File: src/rtl/dtree_feature_sequencer.sv
// dtree_feature_sequencer: collects a serial feature frame, holds the selected feature on a combinational tree and returns its class on a valid/ready channel
module dtree_feature_sequencer #(
  parameter int N_FEAT   = 16,
  parameter int FEAT_W   = 8,
  parameter int CLASS_W  = 4,
  parameter int SEL_FEAT = 16,
  parameter int CNT_W    = 16
) (
  input  logic               clk,
  input  logic               rst,
  input  logic               s_valid,
  output logic               s_ready,
  input  logic [FEAT_W-1:0]  s_data,
  input  logic               s_last,
  output logic [FEAT_W-1:0]  tree_x,
  input  logic [CLASS_W-1:0] tree_class,
  output logic               m_valid,
  input  logic               m_ready,
  output logic [CLASS_W-1:0] m_class,
  output logic               m_err,
  output logic [CNT_W-1:0]   frame_cnt
);
  localparam int IW = $clog2(N_FEAT + 3);
  typedef enum logic [1:0] {COLLECT, EVAL, HOLD} state_t;
  state_t        state;
  logic [IW-1:0] idx;
  logic [IW-1:0] cnt;
  logic          err_pending;
  logic          acc;
  // ready depends only on state and rst, never on s_valid
  assign s_ready = (state == COLLECT) && !rst;
  assign acc     = s_valid && s_ready;
  assign cnt     = idx + 1'b1;
  always_ff @(posedge clk) begin
    if (rst) begin
      state       <= COLLECT;
      idx         <= '0;
      err_pending <= 1'b0;
      tree_x      <= '0;
      m_valid     <= 1'b0;
      m_class     <= '0;
      m_err       <= 1'b0;
      frame_cnt   <= '0;
    end else begin
      case (state)
        COLLECT: if (acc) begin
          idx <= (idx == IW'(N_FEAT + 1)) ? idx : cnt;
          if (cnt == IW'(SEL_FEAT)) tree_x <= s_data;
          if (s_last) begin
            err_pending <= cnt != IW'(N_FEAT);
            state       <= EVAL;
          end
        end
        EVAL: begin
          m_class <= tree_class;
          m_err   <= err_pending;
          m_valid <= 1'b1;
          idx     <= '0;
          state   <= HOLD;
        end
        HOLD: if (m_ready) begin
          m_valid   <= 1'b0;
          frame_cnt <= frame_cnt + 1'b1;
          state     <= COLLECT;
        end
        default: state <= COLLECT;
      endcase
    end
  end
endmodule

File: config.mk
export PLATFORM = sky130hd
export DESIGN_NAME = dtree_feature_sequencer
export DESIGN_NICKNAME = d
export VERILOG_FILES = /design/src/rtl/dtree_feature_sequencer.sv
export SDC_FILE = /design/constraint.sdc
export NUM_CORES = 1
export LEC_CHECK = 0
export BUFFER_PORTS_ARGS = -buffer_cell sky130_fd_sc_hd__buf_4
export CAP_MARGIN = 5
export CORE_AREA = 2 2 65 67
export CTS_CLUSTER_SIZE = 8
export DETAILED_ROUTE_END_ITERATION = 16
export DIE_AREA = 0 0 67 69
export PLACE_DENSITY_LB_ADDON = 0.05
export SLEW_MARGIN = 10
export SYNTH_ARGS = -nofsm -noshare
export SYNTH_HDL_FRONTEND = slang
export SYNTH_SLANG_ARGS = --single-unit
export TNS_END_PERCENT = 100
File: constraint.sdc
create_clock -name clk -period 3.9 [get_ports clk]
set_clock_uncertainty 0.2 [all_clocks]
set_input_delay 0.78 -clock clk [delete_from_list [all_inputs] [get_ports clk]]
set_output_delay 0.78 -clock clk [all_outputs]
set_load 0.02 [all_outputs]
==> run_results.csv <==
group,metric,value,unit
place,port_buffers,47,
die,die-area,4620,um2
sta,timing.setup.tns,0,ns
clock_tree,htree_levels,2,
yosys,yosysTopAreaCellShare,44.7,%
place,place_congestion,0.819,
power,p_leak,0.916,nW
sta,max_slew_margin,61.5,%
route,first_pass_iters,4,
worst_setup_path,crit_arrival,1.37,ns
worst_setup_path,worstPathRequired,2.92,ns
worst_setup_path,crit_top_cell,"buf_4",
power,sw_frac_of_total,21.9,%
route,drc,0,
clock_tree,cts_tree,"yes",
sta,fin_crit_sh,60.3,%
clock_tree,cts_resized,0,
clock_tree,hold_buffers,0,
clock_tree,clkTransAtPathRegs,0.06,ns
yosys,ys_types,37,
final_layout,fin_cells,283,
route,routedWlPerCell,13.1,um
final_layout,area_growth,26.0,%
yosys,synthTopCellsByArea,"dfxtp_1 (45%), mux2i_1 (5.3%), nand3_1 (4.7%)",
clock_tree,clock_latency,0.29,ns
route,drt.antenna.violating_nets,0,
clock_tree,post_cts_buffers,0,
yosys,syn_nets,209,
power,p_total,711,uW
die,rows,23,
yosys,synthArstFlopShare,0,%
global_routing,antenna_found_initial,0,
yosys,synthCells,189,
final_layout,num_antenna_cells,0,
sta,fmax,0.425,GHz
sta,rsz0062_at_grt,"no",
clock_tree,cts_buffers,5,
route,routed_wl,3.71,mm
yosys,synth-warning-count,0,
yosys,synth-edff-count,0,
sta,hold_viol_final,0,
die,dieWidth,67,um
route,viasPerCell,5.31,
worst_setup_path,cp_cell_sequence,"buf_4, nor3_1, buf_4",
worst_setup_path,end_kind,"primary output",
clock_tree,clockBufferDepth,2,
final_layout,drive_above_1_share,26.6,%
yosys,syn_area,1700,um2
worst_setup_path,start_kind,"input pin",
sta,min_period,2.35,ns
global_routing,grtUsageTotal,17.7,%
global_routing,grt_pass1_vias,1503,
place,post-place-ws,1.44,ns
power,p_sw,156,uW
yosys,synthTopCellsByCount,"dfxtp_1 (38), nor2_1 (21), nand3_1 (16)",
clock_tree,clock-root-buffer,"clkbuf_8",
worst_setup_path,cpMaxStageDelayCell,"buf_4",
die,coreArea,3910,um2
yosys,yosysMostFrequentCell,"dfxtp_1",
power,p_comb_share,6.8,%
die,ios,48,
worst_setup_path,slowest_delay,0.34,ns
global_routing,grt_start_max_net_pins,40,
route,vias,1502,
global_routing,grt_pass1_wl,6.43,mm
power,clkPwrFrac,36.9,%
place,dp.cells,277,
outcome,status,"finished, final reports clean",
hold_path,holdCritPathClass,"flip-flop to flip-flop",
sta,fin_ws,1.55,ns
place,hpwl,2.74,mm
yosys,yosys.area.top_type,"dfxtp_1",
die,start_util,43.5,%
final_layout,final_net_count,254,
yosys,seq_area_frac_synth,44.7,%
yosys,synth_flop_cell,"dfxtp_1",
power,sequentialPowerShare,56.4,%
power,ir_drop,0.000167,V
die,die_y,69,um
clock_tree,clock_sinks,38,
yosys,avgSynthCellArea,9.01,um2
sta,setup-violations-final,0,
global_routing,overflow,0,
sta,drv_slew,0,
final_layout,num-fill-cells,390,
yosys,synth.ff_latch_count,38,
worst_setup_path,worst-path-max-fanout,39,
worst_setup_path,crit_type,"input pin to primary output",
sta,worst_pin_slew,0.561,ns
power,p_per_area,331,nW/um2
power,power.internal,555,uW
flow_run,cap_violations,0,
route,drt_iter0_drc,79,
==> flip-flops by register name, summed over array words and instances, names as in the netlist <==
signal and flops:
idx 5, m_class 4, frame_cnt 16, m_valid 1, tree_x 8, state 2, err_pending 1, m_err 1
==> area by class of cell <==
cell class | count | area [um2] | area share (%)
tap | 50 | 62.6 | 2.92
inverter | 3 | 11.3 | 0.525
sequential | 38 | 761 | 35.5
multi-input combinational | 139 | 876 | 40.8
timing repair buffer | 47 | 353 | 16.4
clock buffer | 6 | 82.6 | 3.85
==> logic make-up (layout without fill, tap and decap cells) <==
family	count (synthesis)	count (layout)	share of synthesized area [%]
simple gates	83	83	26.5
flops	38	38	44.7
mux	13	13	7.94
fa+ha+maj	3	3	2.20
xor+xnor	10	10	5.14
compound gates	30	30	9.70
buf+inv	12	56	3.89
==> layer usage <==
layer | up-vias | track usage, % | wire, um
met4 | 0 | 8.16 | 75
met2 | 30 | 32.0 | 2000
met5 | - | 0 | 0
li1 | 753 | - | -
met1 | 711 | 18.6 | 1500
met3 | 8 | 4.08 | 138
==> critical path: cells and delay by family <==
family                 cells  cell delay, ns
AND/OR/NAND/NOR            1            0.08
buffers and inverters      2            0.51
==> cell usage in the layout, fill, tap and decap left out, drive strengths merged, types with 2 or more instances in the layout <==
master	Yosys	routed
xor2	4	4
dfxtp	38	38
nor3	7	7
o21ai	11	11
nor2b	7	7
mux2	4	4
ha	3	3
nor2	21	21
and3	3	3
mux2i	9	9
inv	3	3
xnor2	6	6
a31o	2	2
buf	7	47
a21oi	14	14
nand4	8	8
clkbuf	2	6
nand2	10	10
nand3	16	16
==> through the flow <==
step                      area (um2)  utilization [%]  hold slack [ns]
after CTS                       2150             54.8            0.276
after global routing            2150             54.8            0.296
after global placement          2060             52.7            0.266
final                           2150             54.8            0.276
after floorplan                 1700                -            0.261
after detailed placement        2060             52.7            0.267
==> final timing paths <==
check                                     end  cells after the start  slack [ns]    startpoint
worst max-delay path                  s_ready                      3        1.55           rst
worst min-delay path                tree_x[2]                      2        0.28     tree_x[2]
worst max register to register  frame_cnt[14]                      5        1.91  frame_cnt[0]
worst min register to register      tree_x[2]                      2        0.28     tree_x[2]
==> power by group through the flow <==
stage / combinational (mW) / sequential (mW) / clock (mW)
final: 0.0480 / 0.401 / 0.262
after global routing: 0.0529 / 0.401 / 0.285
after CTS: 0.0484 / 0.401 / 0.271
after detailed placement: 0.0481 / 0.410 / 0
after global placement: 0.0472 / 0.409 / 0
after floorplan: 0.0252 / 0.410 / 0
No activity file was read; power rests on OpenSTA's default activity.
